## src/rtl/nova_io_pio_trace_pkg.sv

```systemverilog
// rtl/nova_io_pio_trace_pkg.sv - shared bus widths, register selects, status/entry layouts
package nova_io_pio_trace_pkg;

  localparam int ADR_W   = 8;
  localparam int DATA_W  = 16;
  localparam int ENTRY_W = 1 + ADR_W + DATA_W;
  localparam int CNT_W   = 9;

  // Register select values carried in bs_adr[6:7]
  localparam logic [1:0] REG_STATUS = 2'd0;
  localparam logic [1:0] REG_HEAD   = 2'd1;
  localparam logic [1:0] REG_DATA   = 2'd2;
  localparam logic [1:0] REG_DROPS  = 2'd3;

  // Control bits of a register-0 write, in the bus's [0:15] bit numbering
  localparam int CTL_EN_BIT    = 15;
  localparam int CTL_FLUSH_BIT = 14;

  typedef struct packed {
    logic             en;
    logic             ovf;
    logic             full;
    logic             empty;
    logic [2:0]       rsvd;
    logic [CNT_W-1:0] count;
  } status_t;

  typedef struct packed {
    logic              we;
    logic [ADR_W-1:0]  adr;
    logic [DATA_W-1:0] data;
  } entry_t;

  function automatic logic [DATA_W-1:0] head_header(entry_t e);
    return {e.we, 7'b0, e.adr};
  endfunction

endpackage

```

## src/rtl/nova_fifo.sv

```systemverilog
// rtl/nova_fifo.sv - generic single-clock FIFO with flush, occupancy-based full/empty
module nova_fifo #(
  parameter int WIDTH = 25,
  parameter int DEPTH = 16
) (
  input  logic                     clk,
  input  logic                     rst,
  input  logic                     push,
  input  logic                     pop,
  input  logic                     flush,
  input  logic [WIDTH-1:0]         din,
  output logic [WIDTH-1:0]         dout,
  output logic [$clog2(DEPTH):0]   count,
  output logic                     full,
  output logic                     empty
);

  localparam int AW = $clog2(DEPTH);
  localparam int CW = AW + 1;

  logic [WIDTH-1:0] mem [DEPTH];
  logic [AW-1:0]    wr_ptr;
  logic [AW-1:0]    rd_ptr;
  logic             push_ok;
  logic             pop_ok;

  assign full    = (count == CW'(DEPTH));
  assign empty   = (count == '0);
  assign push_ok = push && !full;
  assign pop_ok  = pop && !empty;
  assign dout    = mem[rd_ptr];

  // Pointers wrap naturally at DEPTH; occupancy alone decides full/empty
  always_ff @(posedge clk or posedge rst) begin
    if (rst) begin
      wr_ptr <= '0;
      rd_ptr <= '0;
      count  <= '0;
    end else if (flush) begin
      wr_ptr <= '0;
      rd_ptr <= '0;
      count  <= '0;
    end else begin
      if (push_ok) wr_ptr <= wr_ptr + AW'(1);
      if (pop_ok)  rd_ptr <= rd_ptr + AW'(1);
      case ({push_ok, pop_ok})
        2'b10:   count <= count + CW'(1);
        2'b01:   count <= count - CW'(1);
        default: count <= count;
      endcase
    end
  end

  // Storage is left unreset; stale words are unreachable once count is zero
  always_ff @(posedge clk) begin
    if (push_ok) mem[wr_ptr] <= din;
  end

endmodule

```

## src/rtl/nova_io_pio_trace.sv

```systemverilog
// rtl/nova_io_pio_trace.sv - I/O bus transaction tracer with readback FIFO
module nova_io_pio_trace
  import nova_io_pio_trace_pkg::*;
#(
  parameter int         DEPTH   = 16,
  parameter logic [5:0] DEVCODE = 6'o50,
  parameter logic [5:0] MATCH   = 6'o00,
  parameter logic [5:0] MASK    = 6'o00
) (
  input  logic        clk,
  input  logic        rst,
  input  logic        bs_stb,
  input  logic        bs_we,
  input  logic [0:7]  bs_adr,
  input  logic [0:15] bs_din,
  output logic [0:15] bs_dout
);

  localparam int CW = $clog2(DEPTH) + 1;

  logic [5:0]         dev;
  logic [1:0]         rsel;
  logic               hit;
  logic               capture;
  logic               drop;
  logic               wr_status;
  logic               wr_drops;
  logic               do_flush;
  logic               do_pop;
  logic               en;
  logic               ovf;
  logic [15:0]        drops;
  logic [CW-1:0]      fifo_count;
  logic               fifo_full;
  logic               fifo_empty;
  logic [ENTRY_W-1:0] head_bits;
  entry_t             head;
  entry_t             entry_in;
  status_t            status;

  assign dev  = bs_adr[0:5];
  assign rsel = bs_adr[6:7];

  // Own accesses are excluded from capture so a tracer read never traces itself
  assign hit       = bs_stb && (dev == DEVCODE);
  assign capture   = bs_stb && en && !hit && ((dev & MASK) == (MATCH & MASK));
  assign drop      = capture && fifo_full;
  assign wr_status = hit && bs_we && (rsel == REG_STATUS);
  assign wr_drops  = hit && bs_we && (rsel == REG_DROPS);
  assign do_flush  = wr_status && bs_din[CTL_FLUSH_BIT];
  assign do_pop    = hit && !bs_we && (rsel == REG_DATA);

  assign entry_in = '{we: bs_we, adr: bs_adr, data: bs_din};
  assign head     = entry_t'(head_bits);

  nova_fifo #(
    .WIDTH (ENTRY_W),
    .DEPTH (DEPTH)
  ) u_fifo (
    .clk   (clk),
    .rst   (rst),
    .push  (capture),
    .pop   (do_pop),
    .flush (do_flush),
    .din   (entry_in),
    .dout  (head_bits),
    .count (fifo_count),
    .full  (fifo_full),
    .empty (fifo_empty)
  );

  // Enable, sticky overflow and saturating drop counter
  always_ff @(posedge clk or posedge rst) begin
    if (rst) begin
      en    <= 1'b0;
      ovf   <= 1'b0;
      drops <= '0;
    end else begin
      if (wr_status) begin
        en <= bs_din[CTL_EN_BIT];
        if (bs_din[CTL_FLUSH_BIT]) ovf <= 1'b0;
      end else if (drop) begin
        ovf <= 1'b1;
      end
      if (wr_drops)                      drops <= '0;
      else if (drop && drops != 16'hFFFF) drops <= drops + 16'd1;
    end
  end

  always_comb begin
    status       = '0;
    status.en    = en;
    status.ovf   = ovf;
    status.full  = fifo_full;
    status.empty = fifo_empty;
    status.count = CNT_W'(fifo_count);
  end

  // Zero-latency readback; bus is driven only for reads of our own device
  always_comb begin
    bs_dout = '0;
    if (!rst && hit && !bs_we) begin
      case (rsel)
        REG_STATUS: bs_dout = status;
        REG_HEAD:   bs_dout = fifo_empty ? 16'h0 : head_header(head);
        REG_DATA:   bs_dout = fifo_empty ? 16'h0 : head.data;
        default:    bs_dout = drops;
      endcase
    end
  end

endmodule

```

## config.mk

```make
export PLATFORM = sky130hd
export DESIGN_NAME = nova_io_pio_trace
export DESIGN_NICKNAME = d
export VERILOG_FILES = /design/src/rtl/nova_io_pio_trace_pkg.sv /design/src/rtl/nova_fifo.sv /design/src/rtl/nova_io_pio_trace.sv
export SDC_FILE = /design/constraint.sdc
export NUM_CORES = 1
export LEC_CHECK = 0
export CAP_MARGIN = 0
export CORE_MARGIN = 4
export CORE_UTILIZATION = 56
export DETAILED_ROUTE_END_ITERATION = 8
export PLACE_DENSITY_LB_ADDON = 0.25
export SLEW_MARGIN = 20
export SYNTH_ARGS = -nofsm -noshare
export SYNTH_HDL_FRONTEND = slang
export SYNTH_SLANG_ARGS = --single-unit
```

## constraint.sdc

```tcl
create_clock -name clk -period 2.5 [get_ports clk]
set_input_delay 0.5 -clock clk [delete_from_list [all_inputs] [get_ports clk]]
set_output_delay 0.5 -clock clk [all_outputs]
set_load 0.01 [all_outputs]
```

==> results of run 1 <==
power by group through the flow:
stage               Clock [W]  Combinational (W)  Sequential, W
floorplan                   0           0.000244        0.00808
global placement            0           0.000593        0.00807
detailed placement          0           0.000607        0.00807
CTS                   0.00651           0.000679        0.00792
global route          0.00687           0.000829        0.00792
finish                0.00643           0.000784        0.00792
Yosys cell counts, types with 10 or more instances:
cell type	n	share of area, %
edfxtp_1	400	69
mux2i_1	96	5.5
mux4_2	65	8.4
nand2_1	55	1.2
a21oi_1	47	1.3
nand3_1	40	1.1
nor2_1	37	0.79
dfrtp_1	31	4.4
a22oi_1	30	1.3
clkbuf_1	25	0.54
buf_2	20	0.57
xnor2_1	15	0.75
inv_1	12	0.26
and2_1	11	0.39
buf_1	11	0.24
nor3_1	10	0.29
layout by cell type (no fill, tap or decap), types with 17 or more instances in the layout:
cell | netlist | layout
edfxtp_1 | 400 | 400
buf_4 | 0 | 129
mux2i_1 | 96 | 79
mux4_2 | 65 | 65
nand2_1 | 55 | 54
buf_12 | 0 | 46
clkbuf_16 | 0 | 45
nor2_1 | 37 | 34
nand3_1 | 40 | 29
dfrtp_1 | 31 | 28
a21oi_1 | 47 | 27
a21oi_2 | 0 | 20
buf_6 | 0 | 19
clkdlybuf4s50_1 | 0 | 18
a22oi_2 | 0 | 17
worst max-delay path by stage:
stage                startpoint              end  slack, ps
3_5_place_dp          bs_adr[1]      bs_dout[14]      -1010
4_1_cts        u_fifo.rd_ptr[0]       bs_dout[9]       -970
2_1_floorplan         bs_adr[1]  u_fifo.count[4]        -90
5_1_grt        u_fifo.rd_ptr[0]       bs_dout[9]      -1070
3_3_place_gp          bs_adr[6]       bs_dout[0]       -910
6_report       u_fifo.rd_ptr[0]       bs_dout[9]      -1010
layout make-up:
class                   instances  area [µm²]  area share, %
flip-flops and latches        431       12800          57.32
multi-input cells             503        4949          22.17
repair buffers                243        2611          11.70
clock buffers                  55        1182          5.296
well taps                     396       495.5          2.219
clock inverters                24       245.2          1.099
inverters                      12       45.04         0.2018
metrics by stage:
stage                     setup TNS, ps  instances  cell area, µm²
after detailed placement        -249350       1533           19830
after global routing             -14010       1664           22320
after CTS                        -12710       1644           21930
final                            -12840       1664           22320
after global placement          -224290       1533           19830
after floorplan                  -139.1       1000           17550
worst reg2reg max path, stage by stage (launching register included):
cell and delay [ps]:
dfrtp_1 400, buf_6 130, or4_4 550, nor2_4 150
buf_4 120, buf_4 100, or4_4 140, xnor2_4 120
ha_4 210, nand4_1 150, o41ai_4 90, xnor2_1 160
nor2_1 60
flip-flops by register name (all words and copies together), names as in the netlist:
name           cells
drops             16
en                 1
ovf                1
u_fifo.count       5
u_fifo.mem       400
u_fifo.rd_ptr      4
u_fifo.wr_ptr      4
repair_timing:
| action | 4_1_cts | 5_1_grt |
|---|---|---|
| endpoints found under the setup margin | 265 | 167 |
| gates cloned | 5 | 2 |
| pin swaps | 40 | 65 |
| gates resized for setup | 168 | 61 |
| buffers inserted | 28 | 25 |
cell families (layout without fill, tap and decap cells):
kind of cell             count (synthesis)  count (layout)
multiplexers                           162             162
adder cells (fa/ha/maj)                  7               7
AO/OA/AOI/OAI                          115             116
AND/OR/NAND/NOR                        196             197
buffers and inverters                   68             334
XOR/XNOR                                21              21
flip-flops                             431             431
layer usage:
metal	up-vias	share of wire (%)	GRT usage, %	wire length (µm)
met3	108	6.1	3.535	2758
li1	4470	-	-	-
met1	5369	39	35.62	17510
met4	0	3.5	8.426	1557
met2	450	51	44.93	23130
met5	-	0	0	0
==> results.toml, run 1 <==
[outcome]
outcome = "finished, violations left"
violations = "negative setup slack"

[synth]
yosysUniqueCellTypes = 42
ys_ff_latch = 431
synth_top_family_by_area = "multiplexers"
syn_avg_cell_area_um2 = 17.51
synth_mux_area_share_pct = 13.91
syn_nets = 1035
yosys_most_used_dff = "edfxtp_1"
synthArstFlopShare_pct = 7.193
synth_compound_area_share_pct = 4.343
yosys.area_share.adder_pct = 0.5001
synth-xor-area-share_pct = 1.050
synthCells = 1000
yosys.area_share.simple_pct = 5.587
netlist_area_um2 = 17510
synth_enable_flop_cells = 400
yosysWarnings = 0
synth_seq_area_share_pct = 73.01

[detailed_routing]
drt_wl_total_mm = 44.96
dr.pass1.iters = 5
via_count = 10400
postRouteAntennaNets = 0
drtIter0Drc = 1013
avgRoutedWirePerCell_um = 27.02
viasPerCell = 6.248
drc = 0

[global_route]
grt_pass1_wl_mm = 66.14
gr-usage-all-layers_pct = 26.27
grt_max_degree = 36
grt-ovfl-total = 0
grt_pass1_vias = 10500
antenna_found_initial = 0

[clocking]
cts_hold_buf = 0
clk_pin_slew_ps = 60
h-tree-depth = 2
cts_buffers = 44
clockBufferDepth = 3
insertion_delay_ps = 540
cts_tree = "built"
clock-sinks = 431
cts_root_buffer = "clkbuf_16"

[timing]
fin_crit_ps = 3513
fin_ws_ps = -1013
rsz0062_at_grt = "true"
slew_viol_final = 0
post-route-period-util_pct = 140.5
clock_skew_ps = 18.35
clock.fmax_mhz = 284.7
whs_ps = 353.2
hold_viol_final = 0
worst_slew_pin_slew_ps = 646.2
setup_viol = 16
slew_headroom_pct = 56.79

[pwr]
p_comb_share_pct = 5.2
p_per_area_nw_per_um2 = 678.2
swShare_pct = 20.66
power_w = 0.01514
peakVddDrop_v = 0.0005922
p_leak_nw = 7.477
seq_power_share_pct = 52.3
cellInternalPower_w = 0.01201
p_sw_w = 0.003128
pwr-share-clk_pct = 42.5

[placed_design]
post-place-ws_ps = -1009
dp_hpwl_mm = 27.11
io_buffers = 43
gp_congestion = 0.8914

[critical_path]
crit_required_ps = 2000
reg2reg_depth = 12
critPathKind = "reg -> out"
reg2reg_setup_slack_ps = 20
crit_buf_inv = 4
arrival_ps = 3010
crit_path_top_delay_cell = "mux4_2"
crit_fanout = 5
cp_num_cells = 9
cpLargestDelayFamily = "multiplexers"
endpoint_kind = "output pin"
slowest_delay_ps = 550
rr_endpoint = "u_fifo.count[4]"
startpoint_type = "register"
r2r-start = "u_fifo.count[3]"
crit_top_cell = "buf_12"
crit_chain = "buf_12 > buf_12 > buf_12 > mux4_2 > mux4_2 > a21oi_2 > o21ai_2 > o211a_1 > buf_2"

[layout]
drive_above_1_share_pct = 36.04
utilization_pct = 72.60
syn_to_final_growth_pct = 27.46
num-fill-cells = 1851
final_nets = 1270
antennaDiodeCount = 0

[min_path]
min_path_type = "in -> reg"
min_path_cells = 2
hold_end = "u_fifo.mem[14][22]"
min_from = "bs_adr[1]"

[floorplan]
rows = 64
coreArea_um2 = 30750
start_util_pct = 56.96
ios = 44
die_area_um2 = 34170
fp.dieH_um = 184.9
die_w_um = 184.9

[flow_run]
cap_violations = 0
Note: power is estimated with default switching activity, not from simulation.
==> run 2, diff against run 1 <==
--- a/config.mk
+++ b/config.mk
@@ -6,6 +6,7 @@
 export NUM_CORES = 1
 export LEC_CHECK = 0
 export CAP_MARGIN = 0
+export CORE_ASPECT_RATIO = 0.75
 export CORE_MARGIN = 4
 export CORE_UTILIZATION = 56
 export DETAILED_ROUTE_END_ITERATION = 8
==> run 2 against run 1 <==
Against the previous run: the flow still finishes with violations (negative setup slack); critical path depth down 1; hold slack worse by 110 ps; total power down 0.84%; clock skew down 3.0 ps; largest cell class unchanged; highest routed layer unchanged.
==> results.toml, run 2 (synthesis gave the netlist of run 1 again) <==
[outcome]
outcome = "finished, violations left"
violations = "negative setup slack"

[layout]
stdcell_area_um2 = 21920
final_cell_mix = "edfxtp_1, buf_4, mux2i_1"
final_nets = 1227
drive_above_1_share_pct = 33.66
largest_reg_flops = 400
reg.largest.list = "u_fifo.mem: 400 flops, drops: 16 flops, u_fifo.count: 5 flops"
num-fill-cells = 1858
utilization_pct = 71.89
layout_commonest_cell = "edfxtp_1"
regMostFlops = "u_fifo.mem"
antennaDiodeCount = 0
syn_to_final_growth_pct = 25.13
stdcell_count = 1623

[clocking]
insertion_delay_ps = 550
clock-sinks = 431
clk_pin_slew_ps = 60
cts_buffers = 41
h-tree-depth = 2
cts_root_buffer = "clkbuf_16"
cts_tree = "built"
clockBufferDepth = 3
cts_hold_buf = 0

[critical_path]
crit_top_cell = "mux4_2"
cp_num_cells = 8
reg2reg_depth = 9
crit_fanout = 5
crit_chain = "buf_12 > buf_4 > mux4_2 > mux4_2 > a21oi_4 > o21ai_4 > o211a_1 > buf_2"
critPathKind = "reg -> out"
crit_path_top_delay_cell = "mux4_2"
startpoint_type = "register"
endpoint_kind = "output pin"
crit_buf_inv = 3
slowest_delay_ps = 550
crit_required_ps = 2000
cpLargestDelayFamily = "multiplexers"
arrival_ps = 2930

[global_route]
grt_pass1_wl_mm = 64.78
grt-ovfl-total = 0
grt_max_degree = 32
gr-usage-all-layers_pct = 25.80
grt_pass1_vias = 10030
antenna_found_initial = 0

[min_path]
min_path_cells = 1
min_path_type = "in -> reg"

[detailed_routing]
dr.pass1.iters = 6
drtIter0Drc = 1063
avgRoutedWirePerCell_um = 27.08
drt_wl_total_mm = 43.95
postRouteAntennaNets = 0
via_count = 10210
drc = 0
viasPerCell = 6.290

[timing]
slew_headroom_pct = 59.33
rsz0062_at_grt = "true"
clock_skew_ps = 15.35
clock.fmax_mhz = 291.3
setup_viol = 16
fin_ws_ps = -932.7
post-route-period-util_pct = 137.3
slew_viol_final = 0
fin_crit_ps = 3433
worst_slew_pin_slew_ps = 607.8
hold_viol_final = 0
whs_ps = 246.9

[placed_design]
post-place-ws_ps = -1089
dp_hpwl_mm = 26.84
gp_congestion = 0.9157
io_buffers = 43
post-place-cells = 1524
place_area_um2 = 19760

[flow_run]
cap_violations = 0

[floorplan]
start_util_pct = 57.45
fp.dieH_um = 161.2
rows = 55
die_w_um = 212.2
ios = 44
coreArea_um2 = 30490
die_area_um2 = 34200

[pwr]
peakVddDrop_v = 0.0006355
p_leak_nw = 7.216
p_per_area_nw_per_um2 = 685.1
run 2: cell count changes in the layout (fill, tap and decap cells not counted), moves of 3 or more:
cell and delta:
nand3_2 +8, a22oi_1 -9, mux2i_4 -4, buf_6 -9, a22oi_2 +9, a21oi_2 -3
a21oi_4 +5, buf_2 +3, buf_4 -32, mux2i_1 +17, clkinvlp_4 -3, nand3_1 -7
nor2b_4 +3, mux2i_2 -13
run 2: path summary, 6_finish.rpt:
path | end | slack, ps | start
hold reg to reg | ovf | 520 | ovf
setup / recovery | bs_dout[9] | -930 | u_fifo.rd_ptr[0]
setup reg to reg | drops[15] | 60 | u_fifo.count[0]
hold / removal | u_fifo.mem[3][19] | 250 | bs_adr[4]
max in group asynchronous | u_fifo.count[1] | 1400 | rst
min in group asynchronous | drops[14] | 440 | rst
run 2: metrics by stage:
step | TNS, ps | power [W]
2_1_floorplan | -139.1 | 0.008321
3_3_place_gp | -213290 | 0.008700
3_5_place_dp | -219790 | 0.008707
4_1_cts | -13380 | 0.01504
5_1_grt | -14300 | 0.01545
6_report | -13300 | 0.01501
run 2: where the power goes:
group          switching (W)  leakage [nW]  internal, W
Clock                0.00260         0.678      0.00372
Combinational       0.000467          2.52     0.000302
Sequential         0.0000214          4.01      0.00790
Total                0.00309          7.22       0.0119
run 2: what timing repair did:
action                                  4_1_cts  5_1_grt
setup buffers                                18        4
endpoints found under the setup margin       78       32
pin swaps                                    64       40
cloned                                        5        1
resized for setup                           178       38
run 2: area by class of cell:
| cell class | instances | area [µm²] | share of cell area (%) |
|---|---|---|---|
| Tap cell | 399 | 499.2 | 2.278 |
| Timing Repair Buffer | 203 | 2223 | 10.15 |
| Inverter | 12 | 45.04 | 0.2055 |
| Sequential cell | 431 | 12800 | 58.39 |
| Clock buffer | 57 | 1179 | 5.378 |
| Multi-Input combinational cell | 503 | 4977 | 22.71 |
| Clock inverter | 18 | 196.4 | 0.8963 |
run 2: per-layer routing:
layer  vias up  GRT usage, %  share of wire (%)
met1      5204         39.29                 41
met2       554         38.74                 46
li1       4381             -                  -
met5         -             0                  0
met3        69         5.534                 10
met4         0         6.510                2.2
==> run 3, diff against run 2 <==
--- a/config.mk
+++ b/config.mk
@@ -10,6 +10,7 @@
 export CORE_MARGIN = 4
 export CORE_UTILIZATION = 56
 export DETAILED_ROUTE_END_ITERATION = 8
+export GPL_ROUTABILITY_DRIVEN = 0
 export PLACE_DENSITY_LB_ADDON = 0.25
 export SLEW_MARGIN = 20
 export SYNTH_ARGS = -nofsm -noshare
==> run 3 against run 2 <==
Against the previous run: the run still ends with negative setup slack left; routed wire length fell by 0.18%; via count hardly changed; first-iteration DRC count increased by 16%; critical path type unchanged.
==> results.toml, run 3 (synthesis gave the netlist of run 1 again) <==
[timing]
clock_skew_ps = 14.99
clock.fmax_mhz = 286.6
hold_viol_final = 0
slew_headroom_pct = 58.21
setup_viol = 16
whs_ps = 225.6
slew_viol_final = 0
rsz0062_at_grt = "true"
worst_slew_pin_slew_ps = 624.9
post-route-period-util_pct = 139.6
fin_crit_ps = 3489
fin_ws_ps = -989.2

[pwr]
power_w = 0.01475
p_leak_nw = 7.167
peakVddDrop_v = 0.0005132
p_per_area_nw_per_um2 = 675.2

[layout]
final_nets = 1225
ff_latch_area_um2 = 12800
final_cell_mix = "edfxtp_1, buf_4, mux2i_1"
antennaDiodeCount = 0
reg.largest.list = "u_fifo.mem: 400 flops, drops: 16 flops, u_fifo.count: 5 flops"
syn_to_final_growth_pct = 24.70
regMostFlops = "u_fifo.mem"
drive_above_1_share_pct = 33.36
multiInputGateArea_um2 = 4955
largest_reg_flops = 400
stdcell_count = 1619
layout_commonest_cell = "edfxtp_1"
stdcell_area_um2 = 21840
num-fill-cells = 1824

[detailed_routing]
drc = 0
avgRoutedWirePerCell_um = 27.10
via_count = 10210
dr.pass1.iters = 5
drt_wl_total_mm = 43.87
drtIter0Drc = 1229
postRouteAntennaNets = 0
viasPerCell = 6.306

[critical_path]
crit_chain = "buf_12 > buf_12 > buf_6 > mux4_2 > mux4_2 > a21oi_2 > o21ai_2 > o211a_1 > buf_2"
slowest_delay_ps = 520
startpoint_type = "register"
crit_path_top_delay_cell = "mux4_2"
arrival_ps = 2990
crit_required_ps = 2000
crit_fanout = 7
endpoint_kind = "output pin"
reg2reg_setup_slack_ps = 10
crit_buf_inv = 4
critPathKind = "reg -> out"
cpLargestDelayFamily = "multiplexers"

[placed_design]
dp_hpwl_mm = 26.15
post-place-cells = 1513
place_area_um2 = 19640
io_buffers = 43

[floorplan]
die_area_um2 = 34200
rows = 55
ios = 44
die_w_um = 212.2
fp.dieH_um = 161.2
coreArea_um2 = 30490
start_util_pct = 57.45

[clocking]
cts_tree = "built"
cts_buffers = 41
cts_root_buffer = "clkbuf_16"
clk_pin_slew_ps = 70
insertion_delay_ps = 560
clockBufferDepth = 3
h-tree-depth = 2
cts_hold_buf = 0
clock-sinks = 431

[outcome]
outcome = "finished, violations left"
violations = "negative setup slack"

[global_route]
grt_max_degree = 27
grt_pass1_wl_mm = 63.47
antenna_found_initial = 0
gr-usage-all-layers_pct = 25.19
grt-ovfl-total = 0
grt_pass1_vias = 9963

[flow_run]
cap_violations = 0

[min_path]
min_path_type = "in -> reg"
## run 3: cell types whose count changed in the layout (fill, tap and decap cells not counted), moves of 4 or more
| cell | delta |
|---|---|
| clkinv_2 | -5 |
| nor3_1 | -5 |
| clkbuf_1 | +4 |
| a21oi_1 | +4 |
| nor3_2 | +5 |
| buf_12 | -5 |
| clkinv_1 | +4 |
## run 3: per-stage QoR
step / setup TNS, ps / utilization [%] / setup slack, ps
5_1_grt: -14840 / 71.64 / -1016
6_report: -13690 / 71.64 / -989.2
2_1_floorplan: -139.1 / - / -90.01
3_3_place_gp: -166510 / 64.42 / -1140
4_1_cts: -13390 / 70.58 / -972.3
3_5_place_dp: -167070 / 64.42 / -1197
## run 3: area by class of cell
| cell class | count | area share, % |
|---|---|---|
| clock buffer | 58 | 5.276 |
| clock inverter | 15 | 0.6760 |
| timing repair buffer | 201 | 10.28 |
| multi-input combinational | 503 | 22.69 |
| inverter | 12 | 0.2062 |
| sequential | 431 | 58.59 |
| tap | 399 | 2.286 |
## run 3: routing by layer
metal	up-vias	wire length [µm]	track usage (%)
met5	-	0	0
met1	5222	18600	38.97
met4	0	1057	6.892
met2	548	19900	37.16
met3	79	4312	5.126
li1	4360	-	-
## run 3: worst paths after layout
kind | from | endpoint | cells after the start
max in group asynchronous | rst | drops[10] | 4
hold / removal | bs_adr[0] | u_fifo.mem[0][23] | 1
setup / recovery | u_fifo.rd_ptr[0] | bs_dout[9] | 9
min in group asynchronous | rst | en | 3
hold reg to reg | ovf | ovf | 2
setup reg to reg | u_fifo.count[1] | drops[9] | 10
## run 3: where the power goes
group / switching (W) / internal, W
logic: 0.000456 / 0.000300
clock network: 0.00255 / 0.00352
registers: 0.0000235 / 0.00790
total: 0.00303 / 0.0117
## run 3: timing repair
action / CTS / global route
buffers inserted: 14 / 14
cloned: 4 / 3
gates resized for setup: 167 / 48
pin swaps: 54 / 37
setup endpoints to repair: 28 / 35
